<file path="src/rtl/grid_ccff_loader_if.sv">
// Configuration-chain bus between a tile loader and whoever drives its chain.
// Optional readback request line is present only when CCFF_READBACK_EN is defined.
interface grid_ccff_loader_if #(
   parameter int CHAIN_LEN = 64
);
   logic                 config_enable;
   logic                 ccff_head;
   logic                 ccff_tail;
   logic [CHAIN_LEN-1:0] cfg_bits;
   logic                 cfg_done;
   logic                 cfg_err;
`ifdef CCFF_READBACK_EN
   logic                 cfg_rdbk;

   modport master (
      output config_enable, ccff_head, cfg_rdbk,
      input  ccff_tail, cfg_bits, cfg_done, cfg_err
   );

   modport slave (
      input  config_enable, ccff_head, cfg_rdbk,
      output ccff_tail, cfg_bits, cfg_done, cfg_err
   );
`else
   modport master (
      output config_enable, ccff_head,
      input  ccff_tail, cfg_bits, cfg_done, cfg_err
   );

   modport slave (
      input  config_enable, ccff_head,
      output ccff_tail, cfg_bits, cfg_done, cfg_err
   );
`endif
endinterface

</file>
<file path="src/rtl/grid_ccff_loader.sv">
// Serial configuration-chain loader for one fabric tile.
// Bits shift MSB-first through sr; a full-length load is committed to the
// shadow register cfg_bits when config_enable drops, a short load is rejected.
// Optional feature macro: CCFF_READBACK_EN (cfg_rdbk copies cfg_bits back into sr).
//
// state | meaning
// ------+-----------------------------------------------------------
// IDLE  | no load in progress, no valid committed config (reset/rejected)
// SHIFT | load in progress, cnt counts bits shifted (saturating)
// DONE  | last load committed, cfg_done high
module grid_ccff_loader #(
   parameter int CHAIN_LEN = 64
) (
   input  logic prog_clk,
   input  logic pReset,
   grid_ccff_loader_if.slave bus
);

   localparam int CNT_W = $clog2(CHAIN_LEN + 1);
   localparam logic [CNT_W-1:0] CNT_FULL = CNT_W'(CHAIN_LEN);
   localparam logic [CNT_W-1:0] CNT_ONE  = CNT_W'(1);

   typedef enum logic [1:0] {
      IDLE  = 2'd0,
      SHIFT = 2'd1,
      DONE  = 2'd2
   } state_t;

   state_t               state_q, state_d;
   logic [CHAIN_LEN-1:0] sr_q, sr_d;
   logic [CHAIN_LEN-1:0] cfg_bits_q, cfg_bits_d;
   logic [CNT_W-1:0]     cnt_q, cnt_d;
   logic                 cfg_done_q, cfg_done_d;
   logic                 cfg_err_q, cfg_err_d;

   logic                 shift_en;
   logic                 rdbk_req;

   assign shift_en = bus.config_enable;
`ifdef CCFF_READBACK_EN
   assign rdbk_req = bus.cfg_rdbk;
`else
   assign rdbk_req = 1'b0;
`endif

   // State register with synchronous reset.
   always_ff @(posedge prog_clk) begin
      if (pReset) begin
         state_q <= IDLE;
      end else begin
         state_q <= state_d;
      end
   end

   // Next-state logic: any enable starts a load; the first low enable ends it.
   always_comb begin
      state_d = state_q;
      unique case (state_q)
         IDLE, DONE: begin
            if (shift_en) begin
               state_d = SHIFT;
            end
         end
         SHIFT: begin
            if (!shift_en) begin
               state_d = (cnt_q == CNT_FULL) ? DONE : IDLE;
            end
         end
         default: state_d = IDLE;
      endcase
   end

   // Datapath next values: shift, count, commit/reject and optional readback.
   always_comb begin
      sr_d       = sr_q;
      cfg_bits_d = cfg_bits_q;
      cnt_d      = cnt_q;
      cfg_done_d = cfg_done_q;
      cfg_err_d  = cfg_err_q;

      // Shifting happens in every state; readback only when idle/done and not shifting.
      if (shift_en) begin
         sr_d = {sr_q[CHAIN_LEN-2:0], bus.ccff_head};
      end else if (rdbk_req && (state_q != SHIFT)) begin
         sr_d = cfg_bits_q;
      end

      unique case (state_q)
         IDLE, DONE: begin
            if (shift_en) begin
               cnt_d      = CNT_ONE;
               cfg_done_d = 1'b0;
               cfg_err_d  = 1'b0;
            end
         end
         SHIFT: begin
            if (shift_en) begin
               // Saturate so surplus bits just flow through to the tail.
               if (cnt_q != CNT_FULL) begin
                  cnt_d = cnt_q + CNT_ONE;
               end
            end else begin
               cnt_d = '0;
               if (cnt_q == CNT_FULL) begin
                  cfg_bits_d = sr_q;
                  cfg_done_d = 1'b1;
               end else begin
                  cfg_err_d  = 1'b1;
               end
            end
         end
         default: cnt_d = '0;
      endcase
   end

   // Datapath registers with synchronous reset; a load in progress is discarded.
   always_ff @(posedge prog_clk) begin
      if (pReset) begin
         sr_q       <= '0;
         cfg_bits_q <= '0;
         cnt_q      <= '0;
         cfg_done_q <= 1'b0;
         cfg_err_q  <= 1'b0;
      end else begin
         sr_q       <= sr_d;
         cfg_bits_q <= cfg_bits_d;
         cnt_q      <= cnt_d;
         cfg_done_q <= cfg_done_d;
         cfg_err_q  <= cfg_err_d;
      end
   end

   // Tail comes straight from the last shift-register flop.
   assign bus.ccff_tail = sr_q[CHAIN_LEN-1];
   assign bus.cfg_bits  = cfg_bits_q;
   assign bus.cfg_done  = cfg_done_q;
   assign bus.cfg_err   = cfg_err_q;

endmodule

</file>
<file path="src/flat_wrapper.sv">
// flat-port wrapper written by rule: the top's interface ports become plain ports
module grid_ccff_loader_flat 
#(
   parameter int CHAIN_LEN = 64
)
  (prog_clk, pReset, bus_config_enable, bus_ccff_head, bus_ccff_tail, bus_cfg_bits, bus_cfg_done, bus_cfg_err);
  grid_ccff_loader_if #(.CHAIN_LEN(CHAIN_LEN)) bus_i ();
  input  logic prog_clk;
  input  logic pReset;
  input wire logic [$bits(bus_i.config_enable)-1:0] bus_config_enable;
  input wire logic [$bits(bus_i.ccff_head)-1:0] bus_ccff_head;
  output wire logic [$bits(bus_i.ccff_tail)-1:0] bus_ccff_tail;
  output wire logic [$bits(bus_i.cfg_bits)-1:0] bus_cfg_bits;
  output wire logic [$bits(bus_i.cfg_done)-1:0] bus_cfg_done;
  output wire logic [$bits(bus_i.cfg_err)-1:0] bus_cfg_err;
  assign bus_i.config_enable = bus_config_enable;
  assign bus_i.ccff_head = bus_ccff_head;
  assign bus_ccff_tail = bus_i.ccff_tail;
  assign bus_cfg_bits = bus_i.cfg_bits;
  assign bus_cfg_done = bus_i.cfg_done;
  assign bus_cfg_err = bus_i.cfg_err;
  grid_ccff_loader #(.CHAIN_LEN(CHAIN_LEN)) u_core (.prog_clk(prog_clk), .pReset(pReset), .bus(bus_i));
endmodule
</file>
<file path="config.mk">
export PLATFORM = sky130hd
export DESIGN_NAME = grid_ccff_loader_flat
export DESIGN_NICKNAME = d
export VERILOG_FILES = /design/src/rtl/grid_ccff_loader_if.sv /design/src/rtl/grid_ccff_loader.sv /design/src/flat_wrapper.sv
export SDC_FILE = /design/constraint.sdc
export NUM_CORES = 1
export LEC_CHECK = 0
export BUFFER_PORTS_ARGS = -buffer_cell sky130_fd_sc_hd__buf_2
export CORE_UTILIZATION = 60
export CTS_BUF_LIST = sky130_fd_sc_hd__clkbuf_4
export DETAILED_ROUTE_END_ITERATION = 10
export PLACE_DENSITY = 0.94
export SKIP_LAST_GASP = 1
export SYNTH_ARGS = -nofsm -noshare
export SYNTH_HDL_FRONTEND = slang
export SYNTH_SLANG_ARGS = --single-unit
</file>
<file path="constraint.sdc">
create_clock -name prog_clk -period 5.09 [get_ports prog_clk]
set_input_delay 1.527 -clock prog_clk [delete_from_list [all_inputs] [get_ports prog_clk]]
set_output_delay 1.527 -clock prog_clk [all_outputs]
set_load 0.02 [all_outputs]
</file>
## After elaboration in Yosys (flattened, before gate mapping)

Index checks and enable logic that the tools add are counted.
W data, S select, Z words.

- Output and inout bits: 67
- Register bits after elaboration: 139
- Input bits: 4
- Word-level logic and storage cells: 40

- Add/sub/neg operators: 1
- Bitwise gates (word level): 1
- Equality and inequality tests: 9
- Reduce and logical (&&, ||, !) cells: 8
- Multiplexer cells: 15

Operators with widths:

| operator | number |
|---|---|
| $mux W7 | 3 |
| $pmux W7 S2 | 1 |
| $reduce_and A4 Y1 | 2 |
| $add A7 B1 Y7 const B | 1 |
| $eq A7 B7 Y1 const B | 1 |
| $ne A7 B7 Y1 const B | 1 |
| $mux W2 | 3 |
| $ne A2 B2 Y1 const B | 3 |
| $mux W1 | 5 |
| $pmux W1 S2 | 2 |
| $pmux W2 S2 | 1 |
| $reduce_and A2 Y1 | 2 |
| $ne A3 B2 Y1 const B | 1 |
| $reduce_and A3 Y1 | 1 |
| $eq A2 B1 Y1 const B | 1 |
| $eq A2 B2 Y1 const B | 1 |
| $logic_not A2 Y1 | 1 |
| $ne A2 B1 Y1 const B | 1 |
| $reduce_bool A2 Y1 | 1 |
| $reduce_or A2 Y1 | 1 |
| $not A1 Y1 | 1 |

## Longest topological paths before layout

Gate-level depths: netlist (run 1).

- Depth after elaboration: 4
- Gate-level depth with buffers: 8
- Depth with buffers taken out: 5

## Worst setup path before layout (run 1)

No wires, ideal clock.

- Kind: in2reg
- From: input pReset
- To: register u_core.cfg_done_q, in the netlist u_core.bus.cfg_done
- Stages: 5
- Required time: 4.962 ns
- Setup slack: 2.460 ns
- Arrival: 2.502 ns
- Setup time: 0.128 ns
- Buffers on the path: 4
- Cell sequence: buf_2 -> clkbuf_1 -> clkbuf_1 -> clkbuf_1 -> nor2_1

RTL lines:

| what | line | source |
|---|---|---|
| from (decl) | flat_wrapper.sv:9 | `input logic pReset;` |
| to (signal assigned) | grid_ccff_loader.sv:128 | `cfg_done_q <= cfg_done_d;` |
| to (decl) | grid_ccff_loader.sv:33 | `logic cfg_done_q, cfg_done_d;` |

No word-level cell between the ends.

## Worst setup path in the final report (run 1)

- From: input bus_config_enable
- To: register u_core.cnt_q[6]

- Word-level cells in the longest chain between the ends: 2
- Elaborated cells between the ends (all ways): 5
- Classes of those cells: 2 x eq/ne; 2 x mux; 1 x reduce/logical

RTL lines:

| what | line | source |
|---|---|---|
| from (decl) | flat_wrapper.sv:10 | `input wire logic [$bits(bus_i.config_enable)-1:0] bus_config_enable;` |
| $mux W7 (tied with other cells) | grid_ccff_loader.sv:97 | `if (shift_en) begin` |
| $pmux W7 S2 / $reduce_and A2 Y1 (equally long branches) | - |  |
| to (signal assigned) | grid_ccff_loader.sv:127 | `cnt_q <= cnt_d;` |
| to (decl) | grid_ccff_loader.sv:32 | `logic [CNT_W-1:0] cnt_q, cnt_d;` |

Parallel ways exist; a longest one is shown, timed or not.
A chain may end at the register's enable or synchronous reset.

==> summary.txt, run 1 <==
Row count: 35
Gate power share: 3.7%
Finished Cell Area: 0.00633 mm²
Post-layout nets: 608
DR WL/cell: 12.9 µm
PostCTS Resize Cnt: 0
Static Leak: 2.52 nW
DRT iter0 DRCs: 167
Max-cap check violation count: 0
Post-synthesis sequential area ratio: 48.4%
Worst hold start: u_core.bus.cfg_bits[13]
Routed Antenna Nets: 0
Num CTS Buffers: 17
Syn nets: 555
Pre-CTS setup slack: 1510 ps
Worst hold slack: 477 ps
Clock latency on the worst-skew pair: 510 ps
Ratio of cells with drive above 1 in the final layout: 17.7%
Largest net degree at the start of global routing: 126
Switching Fraction: 22.4%
Clock power frac: 40.3%
Worst IR drop on VDD: 174 µV
Ys async rst share: 0%
Critical Path Start Type: input pin
Mapped Area: 0.00575 mm²
Synth Flop Type: dfxtp_1
Internal power: 1.51 mW
Die H: 99.9 µm
Reg-to-Reg End: u_core.bus.cfg_bits[44]
Core area: 0.00924 mm²
Commonest cells in the netlist: dfxtp_1 (139), nand2b_1 (130), mux2i_1 (128)
Post-DP HPWL: 6150 µm
Final WL: 9590 µm
CTS Sinks: 139
Crit path DAT: 3510 ps
CTS tree: yes
Die ar.: 0.00997 mm²
R2R Setup Slk: 2490 ps
Number of iterations in the first detailed-routing pass: 5
Pwr Density: 308 mW/mm²
Antenna Cells: 0
Clk_skew: 21.6 ps
Most frequent cell after synthesis: dfxtp_1
Net Sw Power: 0.437 mW
Crit path kind: input pin to register
Post-synth EDFFs: 0
Core Util, Final: 68.6%
Library cells used by synthesis: 41
H-tree depth: 4
Drt drc: 0
Post-synth top area share: 48.4%
RSZ-0062 raised after global routing: no
PnR worst setup slack: 2040 ps
Final setup violation count: 0
Via count: 3788
Final Hold Fails: 0
Syn. warnings: 0
Post-DP Area: 0.00601 mm²
F_max: 328 MHz
Vias in the first global route: 3660
Tmin final: 3050 ps
CTS clk-pin slew, worst paths: 120 ps
Die width: 99.9 µm
Leading area contributor after synthesis: dfxtp_1
Register area: 0.00278 mm²
First-pass GRT wire length: 16300 µm
CTS root buf: clkbuf_4
FILL cells: 679
Status: completed
Aggregate global-route resource usage: 20.6%
Worst-case clock buffer depth: 2
R2R cell count: 5
# IOs: 71
Critical Path RT: 5540 ps
Setup TNS: 0 ps
CP Capture Type: register
Crit-path max FO: 55
Area contributors post-synth: dfxtp_1 (48%), mux2i_1 (22%), nand2b_1 (14%)
Overflow left after global routing: 0
Mapped Cells: 549
Routed vias/inst: 5.09
Slew margin rel.: 26.6%
Synth Area per Inst: 10.5 µm²
Hold_buf cts: 0
Multi-input logic area: 0.00268 mm²
Crit share post-route: 60.0%
Starting Density: 62.2%
I/O Buffers: 70
GP Congestion: 0.714
Area Growth Syn to Fin: 10.3%
Hold crit path type: register to register
Setup Fix Bufs, Post-CTS: 0
RR Startpoint: u_core.cnt_q[0]
Hold path depth: 2
Slew Limit Fails: 0
WHS Endpoint: u_core.bus.cfg_bits[13]
Number of synthesized register bits: 139
Initial antenna violation count: 0
Flop pwr share: 56.1%
Worst-Margin Slew: 1100 ps
[flip-flops by register name (all words and copies together) (netlist names)]
register / flops
u_core.cnt_q: 7
u_core.sr_q: 64
u_core.state_q: 2
u_core.bus.cfg_done: 1
u_core.bus.cfg_bits: 64
u_core.bus.cfg_err: 1
[worst max-delay path, stage by stage]
cell and delay [ps]:
buf_4 310, buf_4 710, o21ai_0 380, or3_1 420, a21oi_1 140
[cell type report]
type | count | share of cell area, %
clock buffers | 17 | 2.01
clock inverters | 15 | 3.06
inverters | 3 | 0.178
multi-input cells | 368 | 42.3
flip-flops and latches | 139 | 43.9
well taps | 129 | 2.55
repair buffers | 73 | 5.96
[power groups by stage]
| stage | combinational, mW | clock, mW | sequential (mW) |
|---|---|---|---|
| detailed placement | 0.0718 | 0 | 1.12 |
| CTS | 0.0721 | 0.804 | 1.09 |
| global route | 0.0782 | 0.855 | 1.10 |
| finish | 0.0717 | 0.785 | 1.09 |
| global placement | 0.0698 | 0 | 1.12 |
| floorplan | 0.0644 | 0 | 1.12 |
[logic make-up (layout without fill, tap and decap cells)]
family          after synthesis  in the layout  share of synthesized area (%)
flops                       139            139                           48.4
buf+inv                      42            108                           4.92
mux                         128            128                           22.3
compound gates               21             21                           2.72
xor+xnor                      1              1                          0.152
fa+ha+maj                     2              2                          0.435
simple gates                216            216                           21.0
[stage by stage]
stage / cells / total power, mW
2_1_floorplan: 549 / 1.18
5_1_grt: 744 / 2.03
4_1_cts: 744 / 1.97
3_3_place_gp: 712 / 1.19
3_5_place_dp: 712 / 1.19
6_report: 744 / 1.95
[layer usage]
layer / up-vias / part of all wire [%] / track usage, %
met3: 6 / 3.5 / 5.64
met5: - / 0 / 0
met2: 63 / 50 / 35.4
li1: 1938 / - / -
met4: 0 / 0.67 / 7.24
met1: 1781 / 46 / 24.9
[worst max-delay path by stage]
stage | startpoint | to | slack, ps
2_1_floorplan | pReset | u_core.bus.cfg_done | 2460
6_report | bus_config_enable | u_core.cnt_q[6] | 2040
3_3_place_gp | bus_config_enable | u_core.cnt_q[6] | 1590
3_5_place_dp | bus_config_enable | u_core.cnt_q[6] | 1510
4_1_cts | bus_config_enable | u_core.cnt_q[4] | 2070
5_1_grt | bus_config_enable | u_core.cnt_q[4] | 1900
[placed cells by master (no fill, tap or decap), types with 2 or more instances in the layout]
cell type	count
nor2b_1	2
nor2_1	65
o21ai_0	3
clkinv_2	2
a21oi_1	4
bufinv_16	4
clkbuf_4	17
buf_2	68
inv_6	3
a211oi_1	2
buf_4	5
clkinv_1	3
dfxtp_1	139
inv_1	3
or3_1	2
nand4_1	2
ha_1	2
clkinv_4	3
nand2b_1	130
mux2i_1	128
nand2_1	4
Power figures use the tool's default switching activity.
==> run 2: changes to the inputs <==
CORE_UTILIZATION = 54   (was 60)
PLACE_DENSITY = 0.9   (was 0.94)
clock period = 2.8 ns   (was 5.09 ns; I/O delays follow)
==> run 2 against run 1 <==
  * Wire length fell by 1.3%
  * Register-to-register slack got worse by 2000 ps
  * Power rose by 71%
  * Die area rose by 11%
  * Utilization fell by 7.0 points
  * Sequential power rose by 83%
  * Sequential cell count did not move
  * First-iteration DRC count rose by 3.0%
  * Clock-buffer cell count rose by 1
  * Clock power rose by 55%
  * Non-clock buffer count rose by 5
==> summary.txt, run 2 (synthesis gave the netlist of run 1 again) <==
Status: completed
Crit path DAT: 2720 ps
DR WL/cell: 12.5 µm
Net Sw Power: 0.774 mW
WP depth: 6
CTS tree: yes
Worst-Margin Slew: 753 ps
Buffers plus inverters on the worst setup path: 2
Largest net degree at the start of global routing: 133
Via count: 3767
DRT iter0 DRCs: 172
Post-layout nets: 613
Reg-to-Reg End: u_core.bus.cfg_bits[4]
RSZ-0062 raised after global routing: no
Core area: 0.0103 mm²
Internal power: 2.57 mW
I/O Buffers: 70
Final WL: 9460 µm
Hold path depth: 2
Die ar.: 0.0111 mm²
Crit share post-route: 80.8%
R2R Setup Slk: 540 ps
Core Util, Final: 61.6%
Critical Path Start Type: register
Number of iterations in the first detailed-routing pass: 4
Die H: 105 µm
Static Leak: 2.53 nW
PnR worst setup slack: 538 ps
Hold crit path type: register to register
Flop pwr share: 59.4%
Max incr delay on CP: 600 ps
Finished Layout Cells: 755
Commonest cells after routing, fill and taps aside: dfxtp_1 (139), nand2b_1 (130), mux2i_1 (128)
Routed Antenna Nets: 0
Starting Density: 55.7%
CTS clk-pin slew, worst paths: 120 ps
# IOs: 71
Post-DP HPWL: 6190 µm
PostCTS Resize Cnt: 0
F_max: 442 MHz
Worst hold slack: 470 ps
Clock latency on the worst-skew pair: 530 ps
Aggregate global-route resource usage: 18.6%
Most common cell after layout, fill and taps aside: dfxtp_1
Tmin final: 2260 ps
Setup TNS: 0 ps
Pwr Density: 526 mW/mm²
Die width: 105 µm
Slowest cell on crit path: and3_4
Worst hold start: u_core.bus.cfg_err
FILL cells: 825
Crit path max-delay family: simple AND/OR/NAND/NOR gates
Multi-input logic area: 0.00268 mm²
Worst IR drop on VDD: 265 µV
Ratio of cells with drive above 1 in the final layout: 18.3%
Crit path kind: register to register
Area Growth Syn to Fin: 10.7%
Overflow left after global routing: 0
Gate power share: 4.0%
GP Congestion: 0.748
Routed vias/inst: 4.99
First-pass GRT wire length: 16400 µm
R2R cell count: 6
Clk_skew: 11.9 ps
Slew Limit Fails: 0
CP Capture Type: register
Setup Fix Bufs, Post-CTS: 0
Drt drc: 0
Switching Fraction: 23.1%
Clock power frac: 36.6%
Vias in the first global route: 3629
RR Startpoint: u_core.cnt_q[0]
Num CTS Buffers: 17
CTS root buf: clkbuf_4
Slew margin rel.: 49.8%
Worst path cell trace: inv_1 -> ha_1 -> nor2b_1 -> and3_4 -> buf_4 -> mux2i_1
Max-cap check violation count: 0
Final Hold Fails: 0
Register area: 0.00278 mm²
Final setup violation count: 0
CTS Sinks: 139
Initial antenna violation count: 0
Hold_buf cts: 0
Worst-case clock buffer depth: 2
Critical Path RT: 3260 ps
H-tree depth: 4
WHS Endpoint: u_core.bus.cfg_err
Crit-path max FO: 22
Antenna Cells: 0
Dpl cells: 724
Pre-CTS setup slack: 258 ps
Row count: 37
-- run 2: cell types whose count changed in the layout (fill, tap and decap cells not counted) --
cell,before,now
buf_12,0,3
buf_4,5,7
bufinv_16,4,2
clkbuf_4,17,18
clkinv_2,2,3
clkinv_4,3,2
clkinvlp_4,0,2
inv_6,3,1
-- run 2: routing by layer --
| layer | track usage, % | share of wire [%] |
|---|---|---|
| met2 | 31.2 | 48 |
| met3 | 4.49 | 3.1 |
| met5 | 0 | 0 |
| met4 | 8.85 | 1.6 |
| met1 | 22.3 | 47 |
-- run 2: area by class of cell --
class                      count  share of cell area (%)
timing repair buffer          78                    7.12
clock inverter                13                    2.01
sequential                   139                    43.8
inverter                       3                   0.177
multi-input combinational    368                    42.1
clock buffer                  18                    2.12
tap                          136                    2.68
-- run 2: worst max path at each step --
| stage | start | to | slack (ps) |
|---|---|---|---|
| 6_report | u_core.cnt_q[0] | u_core.bus.cfg_bits[4] | 540 |
| 5_1_grt | u_core.cnt_q[0] | u_core.bus.cfg_bits[51] | 340 |
| 4_1_cts | u_core.cnt_q[0] | u_core.bus.cfg_bits[50] | 550 |
| 3_5_place_dp | bus_config_enable | u_core.cnt_q[6] | 260 |
| 3_3_place_gp | bus_config_enable | u_core.cnt_q[6] | 330 |
| 2_1_floorplan | pReset | u_core.bus.cfg_done | 860 |
-- run 2: worst register-to-register path, delay by kind of cell, from the launching register on --
kind,cells,cell delay [ps]
adders and majority gates,1,140
muxes,1,210
and+or+nand+nor,2,1110
buffers and inverters,2,350
DFF,1,400
-- run 2: through the flow --
step,area (µm²),power [mW]
floorplan,5750,2.15
global placement,6100,2.16
detailed placement,6100,2.17
CTS,6360,3.38
global route,6360,3.49
finish,6360,3.34
-- run 2: power groups by stage --
stage	Clock, mW	Sequential (mW)	Combinational (mW)
2_1_floorplan	0	2.03	0.117
3_5_place_dp	0	2.03	0.134
5_1_grt	1.35	1.99	0.145
3_3_place_gp	0	2.03	0.130
6_report	1.22	1.99	0.134
4_1_cts	1.26	1.99	0.134
==> run 3: changes to the inputs <==
ABC_AREA = 1   (was unset)
CORE_UTILIZATION = 53   (was 54)
PLACE_DENSITY = 0.89   (was 0.9)
clock period = 1.97 ns   (was 2.8 ns; I/O delays follow)
==> run 3 against run 2 <==
  * First-iteration DRC count is 58% higher
  * Clock skew is 4.2 ps higher
  * Sequential cell count stayed put
  * Final area is 5.5% lower
  * Combinational power is 130% higher
  * Critical endpoint is now bus_ccff_tail
==> summary.txt, run 3 <==
Post-layout nets: 781
Post-synthesis sequential area ratio: 52.6%
Tmin final: 1710 ps
Ratio of cells with drive above 1 in the final layout: 15.9%
Largest net degree at the start of global routing: 74
F_max: 586 MHz
Multi-input logic area: 0.00187 mm²
Final WL: 10400 µm
Buffers plus inverters on the worst setup path: 1
Crit path DAT: 1120 ps
Number of iterations in the first detailed-routing pass: 4
Gate power share: 6.3%
Core Util, Final: 61.8%
Net Sw Power: 1.24 mW
Adder-cell share of the synthesized area: 0.473%
CP Capture Type: primary output
Syn nets: 720
Flop pwr share: 59.2%
Area Growth Syn to Fin: 13.5%
Critical Path Start Type: register
Clock latency on the worst-skew pair: 520 ps
Die ar.: 0.0104 mm²
Multiplexer share of the synthesized area: 0%
Slew Limit Fails: 0
Worst-case clock buffer depth: 2
Finished Cell Area: 0.00601 mm²
Core area: 0.00973 mm²
Row count: 36
R2R Setup Slk: 400 ps
Antenna Cells: 0
Commonest cells in the netlist: nor2_1 (165), dfxtp_1 (139), o21ai_0 (127)
Post-synth top area share: 52.6%
Slowest cell on crit path: dfxtp_1
Critical Path RT: 1380 ps
I/O Buffers: 70
Setup TNS: 0 ps
Largest family of logic cells by synthesized area: simple AND/OR/NAND/NOR gates
Slew margin rel.: 72.2%
Compound-Gate Fraction of Synth Area: 17.0%
Max incr delay on CP: 410 ps
Routed Antenna Nets: 0
Static Leak: 2.83 nW
Clock power frac: 34.5%
Die width: 102 µm
Hold_buf cts: 0
Pwr Density: 830 mW/mm²
Initial antenna violation count: 0
Most common cell after layout, fill and taps aside: nor2_1
Most frequent cell after synthesis: nor2_1
Post-DP Area: 0.00574 mm²
Mapped Cells: 714
Syn. warnings: 0
Ys async rst share: 0%
DR WL/cell: 11.3 µm
Status: completed
Xor-xnor portion of the synthesized cell area: 0%
Synth Area per Inst: 7.41 µm²
Register area: 0.00278 mm²
# IOs: 71
GP Congestion: 0.863
Post-synth EDFFs: 0
Mapped Area: 0.00529 mm²
Drt drc: 0
Aggregate global-route resource usage: 21.6%
Area contributors post-synth: dfxtp_1 (53%), o21ai_0 (12%), nor2_1 (12%)
Routed vias/inst: 4.87
Post-DP HPWL: 6780 µm
Pwr Total: 4.99 mW
Crit path max-delay family: flip-flops
Internal power: 3.75 mW
Worst path cell trace: buf_2
Via count: 4484
Vias in the first global route: 4096
Crit-path max FO: 3
CTS root buf: clkbuf_4
Crit share post-route: 86.7%
Overflow left after global routing: 0
Leading area contributor after synthesis: dfxtp_1
Final setup violation count: 0
Clk_skew: 16.0 ps
Commonest cells after routing, fill and taps aside: nor2_1 (165), dfxtp_1 (139), o21ai_0 (127)
CTS Sinks: 139
First-pass GRT wire length: 17600 µm
Crit path kind: register to primary output
Post-Synth Simple-Gate Area: 17.9%
Final Hold Fails: 0
Die H: 102 µm
H-tree depth: 4
Worst-Margin Slew: 416 ps
Hold crit path type: input pin to register
PostCTS Resize Cnt: 0
Synth Flop Type: dfxtp_1
Starting Density: 54.4%
RSZ-0062 raised after global routing: no
CTS tree: yes
Switching Fraction: 24.8%
Num CTS Buffers: 17
Setup Fix Bufs, Post-CTS: 0
FILL cells: 869
Library cells used by synthesis: 24
DRT iter0 DRCs: 271
CTS clk-pin slew, worst paths: 110 ps
Worst IR drop on VDD: 447 µV
Max-cap check violation count: 0
Number of synthesized register bits: 139
[run 3: cell types whose count changed after synthesis, moves of 4 or more]
cell      delta
inv_2        +4
o21ai_1      +5
buf_12       -7
buf_6        +5
nor2_1     +100
clkbuf_1     +5
nand2_1     +53
a21oi_1     +40
o21ai_0    +124
nand3_1      +7
inv_1      +107
nand2b_1   -130
mux2i_1    -128
[run 3: through the flow]
step / hold WS [ps] / setup WS (ps) / std cells
floorplan: 449 / 430 / 714
global placement: 428 / 281 / 889
detailed placement: 433 / 221 / 889
CTS: 300 / 250 / 920
global route: 328 / 193 / 920
finish: 325 / 262 / 920
[run 3: routing by layer]
layer	track usage, %	wire, µm	part of all wire (%)
met4	9.23	126	1.2
met2	36.7	4840	47
met3	5.20	504	4.8
met5	0	0	0
met1	26.2	4930	47
[run 3: worst paths after layout]
check	endpoint	depth (start not counted)	start
max	bus_ccff_tail	1	u_core.sr_q[63]
min	u_core.sr_q[0]	3	bus_ccff_head
max reg2reg	u_core.bus.cfg_bits[20]	8	u_core.cnt_q[0]
min reg2reg	u_core.bus.cfg_bits[58]	2	u_core.bus.cfg_bits[58]
[run 3: power by group through the flow]
stage | Sequential (mW) | Combinational (mW) | Clock [mW]
2_1_floorplan | 3.00 | 0.236 | 0
5_1_grt | 2.96 | 0.363 | 1.91
3_3_place_gp | 3.01 | 0.299 | 0
6_report | 2.95 | 0.313 | 1.72
3_5_place_dp | 3.01 | 0.309 | 0
4_1_cts | 2.95 | 0.313 | 1.77
[run 3: cell families (layout without fill, tap and decap cells)]
logic type,Yosys count,count (layout)
compound gates,179,179
fa+ha+maj,2,2
buf+inv,156,229
flops,139,139
simple gates,238,238
[run 3: worst register-to-register path: cells and delay by family, from the launching register on]
family | cells | cell delay [ps]
flip-flops | 1 | 360
buffers and inverters | 2 | 300
AND/OR/NAND/NOR | 4 | 420
AO/OA/AOI/OAI | 1 | 210
adder cells (fa/ha/maj) | 1 | 170
[run 3: layout make-up]
cell class	instances	share of cell area, %
clock buffers	18	2.25
clock inverters	13	2.14
inverters	114	7.12
multi-input cells	419	31.2
flip-flops and latches	139	46.3
well taps	133	2.77
repair buffers	84	8.20
